$ cat src/rtl/rip_branch_predictor_const.sv
// Shared encodings for the branch predictor: 2-bit saturating counter states.
package rip_branch_predictor_const;

    typedef enum logic [1:0] {
        STRONGLY_UNTAKEN = 2'd0,
        WEAKLY_UNTAKEN   = 2'd1,
        WEAKLY_TAKEN     = 2'd2,
        STRONGLY_TAKEN   = 2'd3
    } rip_bpw_t;

endpackage

$ cat src/rtl/rip_branch_queue.sv
// In-order circular queue of in-flight branches; the caller guarantees push only
// when not full and pop only when not empty. Flush empties the queue at once.
module rip_branch_queue #(
    parameter int DEPTH = 4,
    parameter int WIDTH = 8
) (
    input  logic                     clk,
    input  logic                     rst,
    input  logic                     push,
    input  logic                     pop,
    input  logic                     flush,
    input  logic [WIDTH-1:0]         push_data,
    output logic [WIDTH-1:0]         head_data,
    output logic                     full,
    output logic [$clog2(DEPTH):0]   count
);

    localparam int AW = $clog2(DEPTH);
    localparam logic [AW:0] DEPTH_C = (AW + 1)'(DEPTH);

    logic [WIDTH-1:0] mem [DEPTH];
    logic [AW-1:0]    wr_ptr;
    logic [AW-1:0]    rd_ptr;

    // NOTE: the storage array carries no reset; occupancy is tracked by the
    // pointers and count, so stale entries are never observed.
    always_ff @(posedge clk) begin
        if (push)
            mem[wr_ptr] <= push_data;
    end

    // DEPTH is a power of two, so the pointers wrap by plain overflow.
    always_ff @(posedge clk) begin
        if (rst) begin
            wr_ptr <= '0;
            rd_ptr <= '0;
            count  <= '0;
        end else if (flush) begin
            rd_ptr <= wr_ptr;
            count  <= '0;
        end else begin
            if (push)
                wr_ptr <= wr_ptr + 1'b1;
            if (pop)
                rd_ptr <= rd_ptr + 1'b1;
            case ({push, pop})
                2'b10:   count <= count + 1'b1;
                2'b01:   count <= count - 1'b1;
                default: count <= count;
            endcase
        end
    end

    assign head_data = mem[rd_ptr];
    assign full      = (count == DEPTH_C);

endmodule

$ cat src/rtl/rip_branch_resolver.sv
// Tracks predicted conditional branches until execute resolves them, then emits
// the PHT update and, on a wrong prediction, a one-cycle flush with redirect PC.
module rip_branch_resolver
    import rip_branch_predictor_const::*;
#(
    parameter int PHT_LSB = 0,
    parameter int PHT_MSB = 31,
    parameter int DEPTH   = 4
) (
    input  logic                       clk,
    input  logic                       rst,
    input  logic                       stall,
    input  logic                       push,
    input  logic [PHT_MSB-PHT_LSB:0]   push_index,
    input  rip_bpw_t                   push_weight,
    input  logic                       push_pred,
    input  logic [31:0]                push_pc,
    output logic                       full,
    output logic [$clog2(DEPTH):0]     count,
    input  logic                       resolve,
    input  logic                       resolve_taken,
    input  logic [31:0]                resolve_target,
    output logic                       update,
    output logic [PHT_MSB-PHT_LSB:0]   update_index,
    output rip_bpw_t                   update_weight,
    output logic                       actual,
    output logic                       mispredict,
    output logic [31:0]                redirect_pc
);

    localparam int IW = PHT_MSB - PHT_LSB + 1;
    localparam int DW = IW + 2 + 1 + 32;

    logic [DW-1:0] push_data;
    logic [DW-1:0] head_data;
    logic [IW-1:0] head_index;
    rip_bpw_t      head_weight;
    logic          head_pred;
    logic [31:0]   head_pc;
    logic          push_ok;
    logic          pop_ok;
    logic          flush;

    assign push_data   = {push_index, push_weight, push_pred, push_pc};
    assign head_pc     = head_data[31:0];
    assign head_pred   = head_data[32];
    assign head_weight = rip_bpw_t'(head_data[34:33]);
    assign head_index  = head_data[DW-1:35];

    assign pop_ok  = resolve & (count != '0) & ~stall;
    assign flush   = pop_ok & (head_pred != resolve_taken);
    // A mispredicting pop discards the wrong-path push in the same cycle, and
    // the flush cycle itself (mispredict high) still carries wrong-path fetches.
    assign push_ok = push & ~full & ~stall & ~mispredict & ~flush;

    rip_branch_queue #(
        .DEPTH (DEPTH),
        .WIDTH (DW)
    ) u_queue (
        .clk       (clk),
        .rst       (rst),
        .push      (push_ok),
        .pop       (pop_ok),
        .flush     (flush),
        .push_data (push_data),
        .head_data (head_data),
        .full      (full),
        .count     (count)
    );

    // NOTE: registered outputs use non-blocking assignments so every reader
    // sees the pre-edge values of the queue head and the resolve inputs.
    always_ff @(posedge clk) begin
        if (rst) begin
            update        <= 1'b0;
            update_index  <= '0;
            update_weight <= STRONGLY_UNTAKEN;
            actual        <= 1'b0;
            mispredict    <= 1'b0;
            redirect_pc   <= '0;
        end else begin
            update     <= pop_ok;
            mispredict <= flush;
            if (pop_ok) begin
                update_index  <= head_index;
                update_weight <= head_weight;
                actual        <= resolve_taken;
            end
            if (flush)
                redirect_pc <= resolve_taken ? resolve_target : head_pc + 32'd4;
        end
    end

endmodule

$ cat config.mk
export PLATFORM = sky130hd
export DESIGN_NAME = rip_branch_resolver
export DESIGN_NICKNAME = d
export VERILOG_FILES = /design/src/rtl/rip_branch_predictor_const.sv /design/src/rtl/rip_branch_queue.sv /design/src/rtl/rip_branch_resolver.sv
export SDC_FILE = /design/constraint.sdc
export NUM_CORES = 1
export LEC_CHECK = 0
export CAP_MARGIN = 5
export CELL_PAD_IN_SITES_DETAIL_PLACEMENT = 0
export CELL_PAD_IN_SITES_GLOBAL_PLACEMENT = 1
export CORE_UTILIZATION = 40
export DETAILED_ROUTE_END_ITERATION = 12
export GPL_TIMING_DRIVEN = 0
export PLACE_DENSITY = 0.74
export SYNTH_ARGS = -nofsm -noshare
export SYNTH_HDL_FRONTEND = slang
export SYNTH_SLANG_ARGS = --single-unit
export TNS_END_PERCENT = 30
$ cat constraint.sdc
create_clock -name clk -period 7.1 [get_ports clk]
set_clock_uncertainty 0.05 [all_clocks]
set_input_delay 1.42 -clock clk [delete_from_list [all_inputs] [get_ports clk]]
set_output_delay 1.42 -clock clk [all_outputs]
set_load 0.01 [all_outputs]
# Word level (Yosys, flattened, before mapping)
# Memories as Yosys holds them, arrays and structs flattened. A register that Yosys moved wholly into a read port is not among the register bits.
# Cells that the tools add are included.
# classes
n_addsub	5
eq_ne	4
n_mux	8
bitwise_logic	11
reduce_logical	5
# op_table
op	n
32-bit by 3-bit adder with 32-bit output (second input constant)	1
32-bit 2-to-1 mux	1
2-bit 2-to-1 mux	4
1-bit AND	7
3-bit one-hot mux with 2 select lines	1
2-bit by 1-bit adder with 2-bit output (second input constant)	2
1-bit NOT	4
2-bit nonzero test	2
3-bit by 1-bit adder with 3-bit output (second input constant)	1
3-bit equality test (second input constant)	1
3-bit nonzero test	1
3-bit by 1-bit subtractor with 3-bit output (second input constant)	1
2-bit by 1-bit equality test with 1-bit output (second input constant)	1
2-bit equality test (second input constant)	1
1-bit 2-to-1 mux	2
2-bit AND reduction	1
2-bit OR reduction	1
1-bit != test	1
# totals
ff_bits	76
ram_bits	268
input_bits	105
output_inout_bits	73
wordCells	43
memories	1
# mem_list
memory	words	width	read_ports	rd_clocked_by_memory_dff	wr	line	source
u_queue.mem	4	67	1	1	1	rip_branch_queue.sv:21	logic [WIDTH-1:0] mem [DEPTH];

# Logic depth before layout (Yosys ltp)
# depth
depth_word	8
ltp_mapped	14
mapped_depth_nobuf	13

# Cells and area by module
# A second synthesis with hierarchy kept.
# unflattened
cells_unflattened	881
hier_area_um2	13908.3
# by_module_without_submodules
mod	instances	cells_each	area_per_inst_um2	seq_area_each_um2
rip_branch_queue	1	395	10146.0	8227.9
rip_branch_resolver	1	486	3762.4	1381.3

# Least setup slack after synthesis
# OpenSTA, ideal clock, no wires.
# synth_timing
kind	input port to flip-flop
start	input resolve_taken
end	memory u_queue.mem[0][0] (netlist name) (enable)
setup_ns	0.432
t_arrival_ns	4.090
required_ns	6.618
path_slack_ns	2.528
cell_stages	6
n_path_buf	1
path_cell_list	clkinv_1 -> xnor2_1 -> buf_2 -> and2_1 -> nor3_2 -> and2_1
# synth_via
elab_chain_len	6
# synth_rtl
element	line	source
start, declared	rip_branch_resolver.sv:21	input logic resolve_taken,
1-bit != test	rip_branch_resolver.sv:51	assign flush = pop_ok & (head_pred != resolve_taken);
1-bit AND	rip_branch_resolver.sv:51	
1-bit NOT (no source line)	-	
1-bit AND	rip_branch_resolver.sv:54	assign push_ok = push & ~full & ~stall & ~mispredict & ~flush;
1-bit 2-to-1 mux	rip_branch_queue.sv:28	if (push)
1-bit 2-to-1 mux (implied by the code)	rip_branch_queue.sv:29	mem[wr_ptr] <= push_data;
end, declared	rip_branch_queue.sv:21	
# No other way between the ends.

# Worst setup path in the final report
# layout_timing
start	input resolve_taken
end	memory u_queue.mem[0][45] (netlist name) (enable)
# The elaborated chain is that of the path after synthesis.

==> reports/qor.yml <==
run_status:
  outcome: "completed"
detailed_routing:
  drt_iter0_drc: 422
  viasPerCell: 5.15
  ant_nets: 0
  wirelength_um: 30000
  dr.pass1.iters: 5
  post_drt_wl_per_cell_um: 20.1
  dr_total_vias: 7690
  drc: 0
die:
  dieArea_um2: 34000
  rows: 66
  core-area_um2: 32600
  die_h_um: 184
  die_x_um: 184
  ios: 178
  initial_core_util: 0.408
critical_path:
  startpoint_type: "input port"
  critPathMaxFanout: 35
  crit_required_ps: 7240
  cp.arrival_ps: 4470
  cp-end-kind: "flop"
  critPathKind: "input port to flop"
synthesis:
  synth_top_area_frac: 0.605
  ys.flop_type: "edfxtp_1"
  yosysWarnings: 0
  synth_cells: 799
  synth.net_count: 911
  synth_edf_count: 268
  synth_async_sr_flop_share: 0
  yosysSeqAreaShare: 0.722
  ys_types: 50
  synth_top_cell_by_area: "edfxtp_1"
  syn_area_um2: 13300
  synth-seq-cells: 346
  postSynthAreaPerCell_um2: 16.7
  yosys-top-cells-area: "edfxtp_1 60%, dfxtp_1 12%, mux4_2 11%, nand2_1 2.8%, a21oi_1 1.6%"
layout:
  final_layout_size_suffix_gt1_frac: 0.140
  area_growth_syn_to_layout_pct: 27.0
  final_common_cell: "edfxtp_1"
  final_area_um2: 16900
  layout.nets: 1131
  most-common-layout-cells: "268 x edfxtp_1, 176 x clkdlybuf4s50_1, 99 x nand2_1"
  fin_util: 0.518
  num-fill-cells: 2715
power:
  power_per_cell_area_nw_per_um2: 264
  irDropWorstVdd_v: 0.000219
  p_leak_nw: 5.34
  p_total_mw: 4.46
sta:
  slew_viol_final: 0
  tns_ps: 0
  period_minus_slack_ps: 4330
  relSlewSlack: 0.525
  rsz0062_at_grt: "false"
  fmax_mhz: 231
  timing.hold.ws_ps: 403
  finalHoldViolCount: 0
  tightest_slew_ps: 707
  fin_crit_sh: 0.609
  setup_viol: 0
clocking:
  cts_tree: "done"
  cts_made_buffers: 38
  cts-htree-levels: 2
  root_buffer: "clkbuf_16"
  clk_pin_slew_ps: 60
  cts.path.max_buffers: 3
  cts_resized: 0
  postCtsSetupRepairBufs: 0
  cts-hold-fix-buffers: 0
  clock_latency_ps: 510
  clock-sinks: 346
place:
  dpl_cell_area_um2: 15700
  routabilityCongestion: 0.787
  numPortBuffers: 176
  dpl.hpwl_um: 19900
job:
  max-cap-violations: 0
grt:
  grt_pass1_vias: 7753
  track_usage: 0.180
  grt_max_degree: 42
  gr-total-overflow: 0
  grt_antenna_before_repair: 6
  grt_pass1_wl_um: 45500
worst_hold_path:
  hold_path.class: "flop to flop"
==> logic make-up (layout without fill, tap and decap cells) <==
| family | Yosys count | count (layout) | share of synthesized area |
|---|---|---|---|
| xor+xnor | 29 | 29 | 0.0191 |
| mux | 71 | 71 | 0.117 |
| other cells | 0 | 2 | 0 |
| simple gates | 192 | 192 | 0.0716 |
| compound gates | 106 | 106 | 0.0453 |
| fa+ha+maj | 7 | 7 | 0.00715 |
| flops | 346 | 346 | 0.722 |
| buf+inv | 48 | 297 | 0.0175 |
==> power by group <==
part	switching, mW	leakage (nW)	internal [mW]
Combinational	0.185	1.70	0.174
Sequential	0.0204	3.06	2.24
Clock	0.765	0.576	1.07
Total	0.971	5.34	3.49
==> cells in the mapped netlist (4+ instances only) <==
library cell  instances
nor4_1                4
nand4_1               4
a21oi_1              42
dfxtp_1              78
nand2b_1              4
clkbuf_1             23
nand3_1              24
nor3_1                4
ha_1                  6
mux2i_1               4
a22oi_1              22
mux4_2               64
o21ai_0              35
and3_1                5
inv_1                 8
buf_2                 8
xor2_1               19
xnor2_1              10
and2_1                6
nand2_1              99
edfxtp_1            268
nor2_1               21
==> registers in the layout, indices dropped and copies added (netlist names), named ones only <==
register and cells:
u_queue.rd_ptr 2, redirect_pc 32, u_queue.mem 268, update_index 32, update 1, u_queue.count 3, u_queue.wr_ptr 2, update_weight 2
actual 1, mispredict 1
==> per-layer routing <==
| layer | routed length [um] | part of all wire | track usage | vias up |
|---|---|---|---|---|
| li1 | - | - | - | 3547 |
| met1 | 13100 | 0.44 | 0.245 | 3885 |
| met3 | 2050 | 0.068 | 0.0451 | 38 |
| met2 | 14400 | 0.48 | 0.288 | 216 |
| met4 | 492 | 0.016 | 0.0510 | 4 |
| met5 | 29 | 0.00097 | 0 | - |
==> per-stage QoR <==
step | cells | worst slack (ps)
2_1_floorplan | 799 | 2530
3_3_place_gp | 1417 | 98.8
3_5_place_dp | 1421 | 2250
4_1_cts | 1490 | 2770
5_1_grt | 1491 | 2610
6_report | 1492 | 2770
==> worst paths after layout <==
path	startpoint	endpoint	slack, ps	cells past startpoint
worst max-delay path	resolve_taken	u_queue.mem[0][45]	2770	8
worst min-delay path	update_index[17]	update_index[17]	400	2
worst max register to register	flop	u_queue.mem[0][45]	3650	8
worst min register to register	update_index[17]	update_index[17]	400	2
==> critical path, stage by stage <==
cell and delay [ps]:
clkdlybuf4s50_1 530, clkinv_1 360, xnor2_1 290, buf_2 200
and2_1 220, nor3_2 470, and2_4 630, buf_16 300
==> layout make-up <==
type,instances,area (um^2),area share
buffer,38,195,0.0115
antenna,2,5.00,0.000296
clock buffer,50,1040,0.0614
multi-input combinational,405,3480,0.206
inverter,10,37.5,0.00222
tap,442,553,0.0327
clock inverter,19,124,0.00733
timing repair buffer,180,1860,0.110
sequential,346,9610,0.569
No activity file was read; power rests on OpenSTA's default activity.
